`config.mk`:
```
export PLATFORM = sky130hd
export DESIGN_NAME = clint_flat
export DESIGN_NICKNAME = d
export VERILOG_FILES = /design/src/rtl/clint_if.sv /design/src/rtl/clint.sv /design/src/flat_wrapper.sv
export SDC_FILE = /design/constraint.sdc
export NUM_CORES = 1
export LEC_CHECK = 0
export CAP_MARGIN = 20
export CORE_MARGIN = 10
export CORE_UTILIZATION = 55
export DETAILED_ROUTE_END_ITERATION = 10
export DONT_BUFFER_PORTS = 1
export MAX_ROUTING_LAYER = met4
export PLACE_DENSITY = 0.79
export SLEW_MARGIN = 5
export SYNTH_ARGS = -nofsm -noshare
export SYNTH_HDL_FRONTEND = slang
export SYNTH_SLANG_ARGS = --single-unit
export TNS_END_PERCENT = 20
```
`constraint.sdc`:
```
create_clock -name clk -period 2.3 [get_ports clk]
set_clock_uncertainty 0.05 [all_clocks]
set_input_delay 0.46 -clock clk [delete_from_list [all_inputs] [get_ports clk]]
set_output_delay 0.46 -clock clk [all_outputs]
set_load 0.005 [all_outputs]
```
`src/rtl/clint_if.sv`:
```
// Signal bundle between the core-local interrupt controller and the pipeline/CSR file.
// The master modport is the controller side; the slave modport is the core side.
interface clint_if;
    logic [7:0]  int_flag_i;
    logic [31:0] inst_i;
    logic [31:0] inst_addr_i;
    logic        jump_flag_i;
    logic [31:0] jump_addr_i;
    logic        div_started_i;
    logic [31:0] csr_mtvec_i;
    logic [31:0] csr_mepc_i;
    logic [31:0] csr_mstatus_i;
    logic        global_int_en_i;
    logic        we_o;
    logic [31:0] waddr_o;
    logic [31:0] data_o;
    logic        hold_flag_o;
    logic        int_assert_o;
    logic [31:0] int_addr_o;

    modport master (
        input  int_flag_i, inst_i, inst_addr_i, jump_flag_i, jump_addr_i, div_started_i,
               csr_mtvec_i, csr_mepc_i, csr_mstatus_i, global_int_en_i,
        output we_o, waddr_o, data_o, hold_flag_o, int_assert_o, int_addr_o
    );

    modport slave (
        output int_flag_i, inst_i, inst_addr_i, jump_flag_i, jump_addr_i, div_started_i,
               csr_mtvec_i, csr_mepc_i, csr_mstatus_i, global_int_en_i,
        input  we_o, waddr_o, data_o, hold_flag_o, int_assert_o, int_addr_o
    );
endinterface

```
`src/rtl/clint.sv`:
```
// Core-local interrupt/trap controller: sequences trap-entry and mret CSR writes, then redirects the PC.
// Optional: define CLINT_EBREAK_EN to decode EBREAK as a synchronous trap (cause 3).
module clint (
    input  logic     clk,
    input  logic     rst,
    clint_if.master  bus
);
    localparam logic [31:0] INST_ECALL   = 32'h00000073;
    localparam logic [31:0] INST_EBREAK  = 32'h00100073;
    localparam logic [31:0] INST_MRET    = 32'h30200073;
    localparam logic [31:0] CSR_MSTATUS  = 32'h00000300;
    localparam logic [31:0] CSR_MEPC     = 32'h00000341;
    localparam logic [31:0] CSR_MCAUSE   = 32'h00000342;
    localparam logic [31:0] CAUSE_ECALL  = 32'd11;
    localparam logic [31:0] CAUSE_EBREAK = 32'd3;
    localparam logic [31:0] CAUSE_INT    = 32'h80000007;

    typedef enum logic [2:0] {
        IDLE, W_MEPC, W_MCAUSE, W_MSTATUS, ASSERT, W_MSTATUS_MRET, ASSERT_MRET
    } state_t;

    state_t      state, next_state;
    logic [31:0] epc, cause, epc_next, cause_next;
    logic        sync_trap, async_trap, mret;
    logic [31:0] sync_cause;
    logic        we_next, assert_next;
    logic [31:0] waddr_next, data_next, int_addr_next, mstatus_mod;

    always_comb begin
        sync_trap  = (bus.inst_i == INST_ECALL);
        sync_cause = CAUSE_ECALL;
`ifdef CLINT_EBREAK_EN
        if (bus.inst_i == INST_EBREAK) begin
            sync_trap  = 1'b1;
            sync_cause = CAUSE_EBREAK;
        end
`else
        if (bus.inst_i == INST_EBREAK) begin
            sync_trap  = 1'b0;
        end
`endif
        async_trap = (bus.int_flag_i != '0) && bus.global_int_en_i && !bus.div_started_i;
        mret       = (bus.inst_i == INST_MRET);
    end

    always_comb begin
        next_state = state;
        epc_next   = epc;
        cause_next = cause;
        unique case (state)
            IDLE: begin
                if (sync_trap) begin
                    next_state = W_MEPC;
                    epc_next   = bus.inst_addr_i;
                    cause_next = sync_cause;
                end else if (async_trap) begin
                    next_state = W_MEPC;
                    epc_next   = bus.jump_flag_i ? bus.jump_addr_i : bus.inst_addr_i;
                    cause_next = CAUSE_INT;
                end else if (mret) begin
                    next_state = W_MSTATUS_MRET;
                end
            end
            W_MEPC:         next_state = W_MCAUSE;
            W_MCAUSE:       next_state = W_MSTATUS;
            W_MSTATUS:      next_state = ASSERT;
            ASSERT:         next_state = IDLE;
            W_MSTATUS_MRET: next_state = ASSERT_MRET;
            ASSERT_MRET:    next_state = IDLE;
            default:        next_state = IDLE;
        endcase
    end

    assign bus.hold_flag_o = (state != IDLE) || sync_trap || async_trap || mret;

    // Outputs are decoded from the upcoming state and registered, so each write
    // appears in the cycle the FSM sits in the corresponding state.
    always_comb begin
        we_next       = 1'b0;
        waddr_next    = '0;
        data_next     = '0;
        assert_next   = 1'b0;
        int_addr_next = '0;
        mstatus_mod   = bus.csr_mstatus_i;
        unique case (next_state)
            W_MEPC: begin
                we_next    = 1'b1;
                waddr_next = CSR_MEPC;
                data_next  = epc_next;
            end
            W_MCAUSE: begin
                we_next    = 1'b1;
                waddr_next = CSR_MCAUSE;
                data_next  = cause_next;
            end
            W_MSTATUS: begin
                mstatus_mod[7] = bus.csr_mstatus_i[3];
                mstatus_mod[3] = 1'b0;
                we_next        = 1'b1;
                waddr_next     = CSR_MSTATUS;
                data_next      = mstatus_mod;
            end
            W_MSTATUS_MRET: begin
                mstatus_mod[3] = bus.csr_mstatus_i[7];
                mstatus_mod[7] = 1'b1;
                we_next        = 1'b1;
                waddr_next     = CSR_MSTATUS;
                data_next      = mstatus_mod;
            end
            ASSERT: begin
                assert_next   = 1'b1;
                int_addr_next = bus.csr_mtvec_i;
            end
            ASSERT_MRET: begin
                assert_next   = 1'b1;
                int_addr_next = bus.csr_mepc_i;
            end
            default: ;
        endcase
    end

    always_ff @(posedge clk) begin
        if (rst) begin
            state            <= IDLE;
            epc              <= '0;
            cause            <= '0;
            bus.we_o         <= 1'b0;
            bus.waddr_o      <= '0;
            bus.data_o       <= '0;
            bus.int_assert_o <= 1'b0;
            bus.int_addr_o   <= '0;
        end else begin
            state            <= next_state;
            epc              <= epc_next;
            cause            <= cause_next;
            bus.we_o         <= we_next;
            bus.waddr_o      <= waddr_next;
            bus.data_o       <= data_next;
            bus.int_assert_o <= assert_next;
            bus.int_addr_o   <= int_addr_next;
        end
    end
endmodule

```
`src/flat_wrapper.sv`:
```
// flat-port wrapper written by rule: the top's interface ports become plain ports
module clint_flat 
  (clk, rst, bus_int_flag_i, bus_inst_i, bus_inst_addr_i, bus_jump_flag_i, bus_jump_addr_i, bus_div_started_i, bus_csr_mtvec_i, bus_csr_mepc_i, bus_csr_mstatus_i, bus_global_int_en_i, bus_we_o, bus_waddr_o, bus_data_o, bus_hold_flag_o, bus_int_assert_o, bus_int_addr_o);
  clint_if bus_i ();
  input  logic clk;
  input  logic rst;
  input wire logic [$bits(bus_i.int_flag_i)-1:0] bus_int_flag_i;
  input wire logic [$bits(bus_i.inst_i)-1:0] bus_inst_i;
  input wire logic [$bits(bus_i.inst_addr_i)-1:0] bus_inst_addr_i;
  input wire logic [$bits(bus_i.jump_flag_i)-1:0] bus_jump_flag_i;
  input wire logic [$bits(bus_i.jump_addr_i)-1:0] bus_jump_addr_i;
  input wire logic [$bits(bus_i.div_started_i)-1:0] bus_div_started_i;
  input wire logic [$bits(bus_i.csr_mtvec_i)-1:0] bus_csr_mtvec_i;
  input wire logic [$bits(bus_i.csr_mepc_i)-1:0] bus_csr_mepc_i;
  input wire logic [$bits(bus_i.csr_mstatus_i)-1:0] bus_csr_mstatus_i;
  input wire logic [$bits(bus_i.global_int_en_i)-1:0] bus_global_int_en_i;
  output wire logic [$bits(bus_i.we_o)-1:0] bus_we_o;
  output wire logic [$bits(bus_i.waddr_o)-1:0] bus_waddr_o;
  output wire logic [$bits(bus_i.data_o)-1:0] bus_data_o;
  output wire logic [$bits(bus_i.hold_flag_o)-1:0] bus_hold_flag_o;
  output wire logic [$bits(bus_i.int_assert_o)-1:0] bus_int_assert_o;
  output wire logic [$bits(bus_i.int_addr_o)-1:0] bus_int_addr_o;
  assign bus_i.int_flag_i = bus_int_flag_i;
  assign bus_i.inst_i = bus_inst_i;
  assign bus_i.inst_addr_i = bus_inst_addr_i;
  assign bus_i.jump_flag_i = bus_jump_flag_i;
  assign bus_i.jump_addr_i = bus_jump_addr_i;
  assign bus_i.div_started_i = bus_div_started_i;
  assign bus_i.csr_mtvec_i = bus_csr_mtvec_i;
  assign bus_i.csr_mepc_i = bus_csr_mepc_i;
  assign bus_i.csr_mstatus_i = bus_csr_mstatus_i;
  assign bus_i.global_int_en_i = bus_global_int_en_i;
  assign bus_we_o = bus_i.we_o;
  assign bus_waddr_o = bus_i.waddr_o;
  assign bus_data_o = bus_i.data_o;
  assign bus_hold_flag_o = bus_i.hold_flag_o;
  assign bus_int_assert_o = bus_i.int_assert_o;
  assign bus_int_addr_o = bus_i.int_addr_o;
  clint u_core (.clk(clk), .rst(rst), .bus(bus_i));
endmodule
```
=== Word-level counts from Yosys, hierarchy flattened ===
Index checks and enable logic that the tools add are counted.

* Bits in read-only memories: 0
* Memories: 0
* Latch bits: 0
* Bits of input ports: 205
* Register bits: 165
* Logic and storage cells: 50
* Bits in writable memories: 0
* Output and inout bits: 99

* Divide/modulo/power cells: 0
* $lt $le $gt $ge: 0
* Mux-type cells: 17
* Add/sub/neg operators: 0
* Equality and inequality tests: 13
* $mul: 0
* Shifts and indexed selects: 0
* Reductions and logical operators: 12
* Bitwise operators: 0

{| class="wikitable"
|+ Operator list
! kind !! number
|-
| 32-bit two-way mux || 7
|-
| 32-bit one-hot mux with 4 select lines || 1
|-
| 32-bit one-hot mux with 2 select lines || 1
|-
| 32-bit by 21-bit == test with 1-bit output (second input constant) || 1
|-
| 32-bit by 30-bit == test with 1-bit output (second input constant) || 1
|-
| 32-bit by 7-bit == test with 1-bit output (second input constant) || 1
|-
| 10-bit one-hot mux with 3 select lines || 1
|-
| 3-bit one-hot mux with 5 select lines || 1
|-
| 3-bit by 2-bit == test with 1-bit output (second input constant) || 4
|-
| 3-bit == test (second input constant) || 4
|-
| 3-bit two-way mux || 3
|-
| 8-bit nonzero test || 1
|-
| 3-bit by 1-bit == test with 1-bit output (second input constant) || 2
|-
| 2-bit OR reduction || 2
|-
| 4-bit OR reduction || 1
|-
| 3-bit zero test || 1
|-
| 1-bit logical OR || 3
|-
| 1-bit two-way mux || 3
|-
| 3-bit nonzero test || 1
|-
| 1-bit logical AND || 2
|-
| 1-bit zero test || 1
|}

=== Logic depth before layout (Yosys ltp) ===
* Depth in word-level cells: 9
* Gate-level depth with buffers: 8
* Mapped depth without buffers: 5

=== Worst setup path after synthesis ===
OpenSTA, ideal clock, no wires.

* Path kind: input port to flip-flop
* Start point: input bus_int_flag_i[7]
* End point: register u_core.bus.data_o[12]
* Setup slack: -0.046 ns
* Data required time: 2.112 ns
* Path buffers: 1
* Arrival: 2.158 ns
* Setup time: 0.138 ns
* Stages: 6
* Path through: or4_4 > o21a_4 > buf_6 > mux2_4 > a222oi_1 > o22ai_1

* Cells in the longest elaborated chain, start to end: 8
* Elaborated cells on any way between the ends: 17
* Those cells by class: 4 x eq/ne; 10 x mux; 3 x reduce/logical

{| class="wikitable"
|+ Ends and longest elaborated chain
! element !! line !! text
|-
| start: declaration || flat_wrapper.sv:7 || <nowiki>input wire logic [$bits(bus_i.int_flag_i)-1:0] bus_int_flag_i;</nowiki>
|-
| 8-bit nonzero test * || clint.sv:42 || <nowiki>async_trap = (bus.int_flag_i != '0) && bus.global_int_en_i && !bus.div_started_i;</nowiki>
|-
| 1-bit logical AND * (2 in series) || clint.sv:42 ||
|-
| 3-bit two-way mux || clint.sv:56 || <nowiki>end else if (async_trap) begin</nowiki>
|-
| 3-bit two-way mux || clint.sv:52 || <nowiki>if (sync_trap) begin</nowiki>
|-
| 3-bit one-hot mux with 5 select lines || clint.sv:50 || <nowiki>unique case (state)</nowiki>
|-
| 3-bit == test (tied with other cells) || n/a ||
|-
| 32-bit one-hot mux with 4 select lines * || clint.sv:85 || <nowiki>unique case (next_state)</nowiki>
|-
| end signal: assignment || clint.sv:138 || <nowiki>bus.data_o <= data_next;</nowiki>
|-
| end: declaration || clint_if.sv:24 || <nowiki>output we_o, waddr_o, data_o, hold_flag_o, int_assert_o, int_addr_o</nowiki>
|}

Mark *: on every way between the ends. The rest lies on a longest branch, timed or not.
A chain may end at the register's enable or synchronous reset.

=== Final worst setup path ===
* Start point: input bus_int_flag_i[7]
* End point: output bus_hold_flag_o

* Cells in the longest elaborated chain, start to end: 5

{| class="wikitable"
|+ Ends and longest elaborated chain
! element !! line !! text
|-
| 8-bit nonzero test || clint.sv:42 ||
|-
| 1-bit logical AND (2 in series) || clint.sv:42 ||
|-
| 1-bit logical OR (2 in series) || clint.sv:74 || <nowiki>assign bus.hold_flag_o = (state != IDLE) || sync_trap || async_trap || mret;</nowiki>
|-
| end: declaration || flat_wrapper.sv:20 || <nowiki>output wire logic [$bits(bus_i.hold_flag_o)-1:0] bus_hold_flag_o;</nowiki>
|}

No other way between the ends.

==> results.md <==
Placement:
- The final RePlAce weighted congestion is about 0.86.
- Buffers placed on the I/O ports in this run total 0.
- Once detailed placement completed, the half-perimeter wirelength came to 14,200 µm.
- After detailed placement, the design holds a cell count of 723.
- In this run the cell area measured after placement is between 0.006 and 0.007 mm².

Setup path:
- Among cell families on the critical path, the largest total delay comes from simple AND/OR/NAND/NOR gates.
- The worst setup path is of the input pin to output pin kind.
- The highest-delay cell along the critical path is sky130_fd_sc_hd__or4_4.
- STA classifies the critical path endpoint as an output pin.
- The largest single stage delay on the critical path is 540 ps.
- The data arrival at the endpoint of the critical path is 1750 ps.
- The signal on the critical path passes through or4_4, o21ai_2, o311ai_1, buf_4, buf_4.
- Counting both buffers and inverters, the worst setup path holds a total of 2.
- The maximum fanout along the worst path is 4.
- The critical path's most frequent cell is sky130_fd_sc_hd__buf_4.
- The worst setup path is launched from an input pin.
- STA puts the critical path data required time at around 1800 ps.

Outcome:
- The run finished with clean final reports.

Floorplan:
- The die covers around 0.015 mm².
- 304 I/O pins were placed.
- The die outline height is 124 µm.
- The total area inside the core boundary comes to about 0.010 mm².
- Measured along the x axis, the die boundary spans 124 µm.
- The initial standard-cell utilization of the core is 0.570.
- The floorplan has 37 rows.

Routing:
- The detailed router placed 4,943 vias in this run.
- The final wirelength is approximately 19,000 µm.
- The post-route DRC violation count is 0.
- The average via count per standard cell is 6.51.
- The number of DRC markers in iteration 0 is ~590.
- Once detail routing completed, the nets flagged for antenna violations numbered 0.
- The number of search-and-repair iterations in the first detailed-routing pass is 7.
- In the final routed layout, each cell accounts on average for 25.5 µm.

Worst hold path:
- The worst hold path belongs to the class input pin to flop.

CTS:
- The number of clock sinks is between 100 and 150.
- Counting along the longest clock path gives a buffer depth of 2.
- The clock tree synthesis step divided the H-tree into 4 levels.
- The number of buffers created by CTS is 17.
- The cell sitting at the root of the clock tree is a sky130_fd_sc_hd__clkbuf_8.
- The later pin in the worst-skew pair is clocked with a latency of 520 ps.
- TritonCTS built the clock tree.
- The CTS clock-pin slew for the worst setup and hold paths is approximately 70 ps.

Synth:
- After synthesis the netlist holds a flip-flop and latch count of about 130.
- The number of warnings printed during yosys synthesis is 0.
- In this run the mean area of a mapped cell was 9.84 µm².
- The most used flip-flop cell after synthesis is sky130_fd_sc_hd__dfxtp_1.
- The cell area after technology mapping is 0.00596 mm².
- The fraction of registers with async set/reset is 0.
- In this run, synthesis inferred 0 flip-flops with an integrated enable.
- The unique cell type count in the Yosys netlist is 54.
- The gate count of the mapped netlist is 606.
- The post-synthesis sequential area ratio is 0.443.

Pwr:
- The static leakage is around 2.6 nW.
- The ratio of total power to cell area is 853 mW/mm².
- The worst-case IR drop observed on VDD is between 0.5 and 0.6 mV.
- The sum of internal, switching and leakage power is just under 6 mW.

Timing:
- The worst-case headroom to the max-slew limit is 0.593.
- Setup repair after global routing left no endpoint under its margin.
- Setup violations remaining at the end of the flow were counted as 0.
- The final number of max-transition violations is 0.
- Dividing the final minimum period by the clock period gives 0.981.
- Subtracting the final worst setup slack from the clock period gives 2260 ps.
- The final count of hold timing violations was 0.
- At the pin with the least slew margin, the transition time is 610 ps.
- The achievable frequency is 443 MHz.

GRT:
- The total global-route track usage is 0.244.
- The wire length of the first global-routing pass is between 20,000 and 30,000 µm.
- The via count of the first global-routing pass is 4,930.
- The initial antenna violation count is 1.
- The largest net degree at the start of global routing is 69.
- The total grt overflow is 0.

Cells and area:
- The finished layout holds 759 standard cells, fillers aside.
- The combined flip-flop and latch cell area is approximately 0.0026 mm².
- Summing all multi-input logic gate instances after layout gives 0.00302 mm².
- Once layout is done, the placed cells without fillers occupy 0.00680 mm².
- The share of cells above drive strength 1 is 0.222.
- The library cell used most frequently in the layout, excluding fill and tap cells, is sky130_fd_sc_hd__dfxtp_1.
- The area added between synthesis and finish is 14.1%.
- The net total in the final layout is 814.
- The filler cells instantiated in the layout total 807.
- The top cell types in the final layout, fill and taps aside, are sky130_fd_sc_hd__dfxtp_1 (132), sky130_fd_sc_hd__nor2_1 (75), sky130_fd_sc_hd__mux2_2 (37).

Job:
- The count of maximum capacitance violations is 0.
[Yosys cell counts, types with 3 or more instances]
master / n / area, µm²
sky130_fd_sc_hd__nor3_1: 6 / 30.0
sky130_fd_sc_hd__a222oi_1: 15 / 150
sky130_fd_sc_hd__a32oi_1: 4 / 35.0
sky130_fd_sc_hd__a22o_1: 27 / 236
sky130_fd_sc_hd__and2_1: 29 / 181
sky130_fd_sc_hd__mux2_1: 4 / 45.0
sky130_fd_sc_hd__nor2b_1: 16 / 100
sky130_fd_sc_hd__o22ai_1: 28 / 175
sky130_fd_sc_hd__nor2_1: 75 / 282
sky130_fd_sc_hd__clkbuf_1: 37 / 139
sky130_fd_sc_hd__nor4_1: 5 / 31.3
sky130_fd_sc_hd__a22oi_1: 36 / 270
sky130_fd_sc_hd__a221oi_1: 13 / 114
sky130_fd_sc_hd__buf_4: 29 / 218
sky130_fd_sc_hd__and3_1: 3 / 18.8
sky130_fd_sc_hd__nand2_1: 9 / 33.8
sky130_fd_sc_hd__inv_1: 4 / 15.0
sky130_fd_sc_hd__a21oi_1: 34 / 170
sky130_fd_sc_hd__buf_2: 9 / 45.0
sky130_fd_sc_hd__dfxtp_1: 132 / 2640
sky130_fd_sc_hd__mux2_2: 37 / 417
sky130_fd_sc_hd__mux2_4: 15 / 225
[per-layer routing]
| layer | global-route usage | vias to the layer above | wire, µm |
|---|---|---|---|
| met5 | - | - | 0 |
| li1 | - | 2226 | - |
| met4 | 0.0950 | 0 | 499 |
| met2 | 0.409 | 338 | 9970 |
| met3 | 0.0805 | 36 | 1970 |
| met1 | 0.261 | 2343 | 6910 |
[cells by family (layout without fill, tap and decap cells)]
group / Yosys count / in the layout / share of synthesized area
xor+xnor: 1 / 1 / 0.00147
mux: 56 / 56 / 0.115
compound gates: 172 / 172 / 0.216
simple gates: 163 / 163 / 0.149
buf+inv: 81 / 71 / 0.0737
other cells: 1 / 28 / 0.000629
flops: 132 / 132 / 0.443
[final cells by class]
| class | instances | share of cell area |
|---|---|---|
| tap | 136 | 0.0250 |
| timing repair buffer | 35 | 0.0500 |
| clock buffer | 17 | 0.0609 |
| clock inverter | 15 | 0.0289 |
| multi-input combinational | 419 | 0.444 |
| sequential | 132 | 0.389 |
| inverter | 4 | 0.00221 |
| antenna | 1 | 0.000368 |
[state kept, by name (all words and copies together) (netlist names)]
signal and cells:
u_core.bus.int_assert_o 1, u_core.state 3, u_core.epc 28, u_core.bus.waddr_o 4, u_core.cause 32, u_core.bus.int_addr_o 32
u_core.bus.data_o 32
[what timing repair did]
action | 4_1_cts | 5_1_grt
endpoints found under the hold margin | 68 | 0
endpoints found under the setup margin | 1 | 1
resized for setup | 2 | 1
buffers inserted | 1 | 0
hold buffers | 1 | 0
pin swaps | 1 | 0
[path summary, 6_finish.rpt]
path | start | end | slack [ps] | cells after the start
setup reg to reg | u_core.state[0] | u_core.bus.data_o[11] | 310 | 7
setup / recovery | bus_int_flag_i[7] | bus_hold_flag_o | 40 | 5
hold / removal | bus_csr_mepc_i[7] | u_core.bus.int_addr_o[7] | 40 | 2
hold reg to reg | u_core.cause[12] | u_core.cause[12] | 410 | 1
[where the power goes]
part	internal [mW]	switching (mW)
Sequential	2.35	0.0446
Clock	1.68	1.08
Combinational	0.293	0.345
[per-stage QoR]
step	setup TNS [ps]	worst slack, ps	utilization	hold WS [ps]
2_1_floorplan	-181	-17.3	-	380
3_3_place_gp	-4700	-181	0.586	391
3_5_place_dp	-8290	-249	0.586	395
4_1_cts	0	49.2	0.648	22.6
5_1_grt	0	18.6	0.650	24.7
6_report	0	43.7	0.650	37.7
Power figures use the tool's default switching activity.
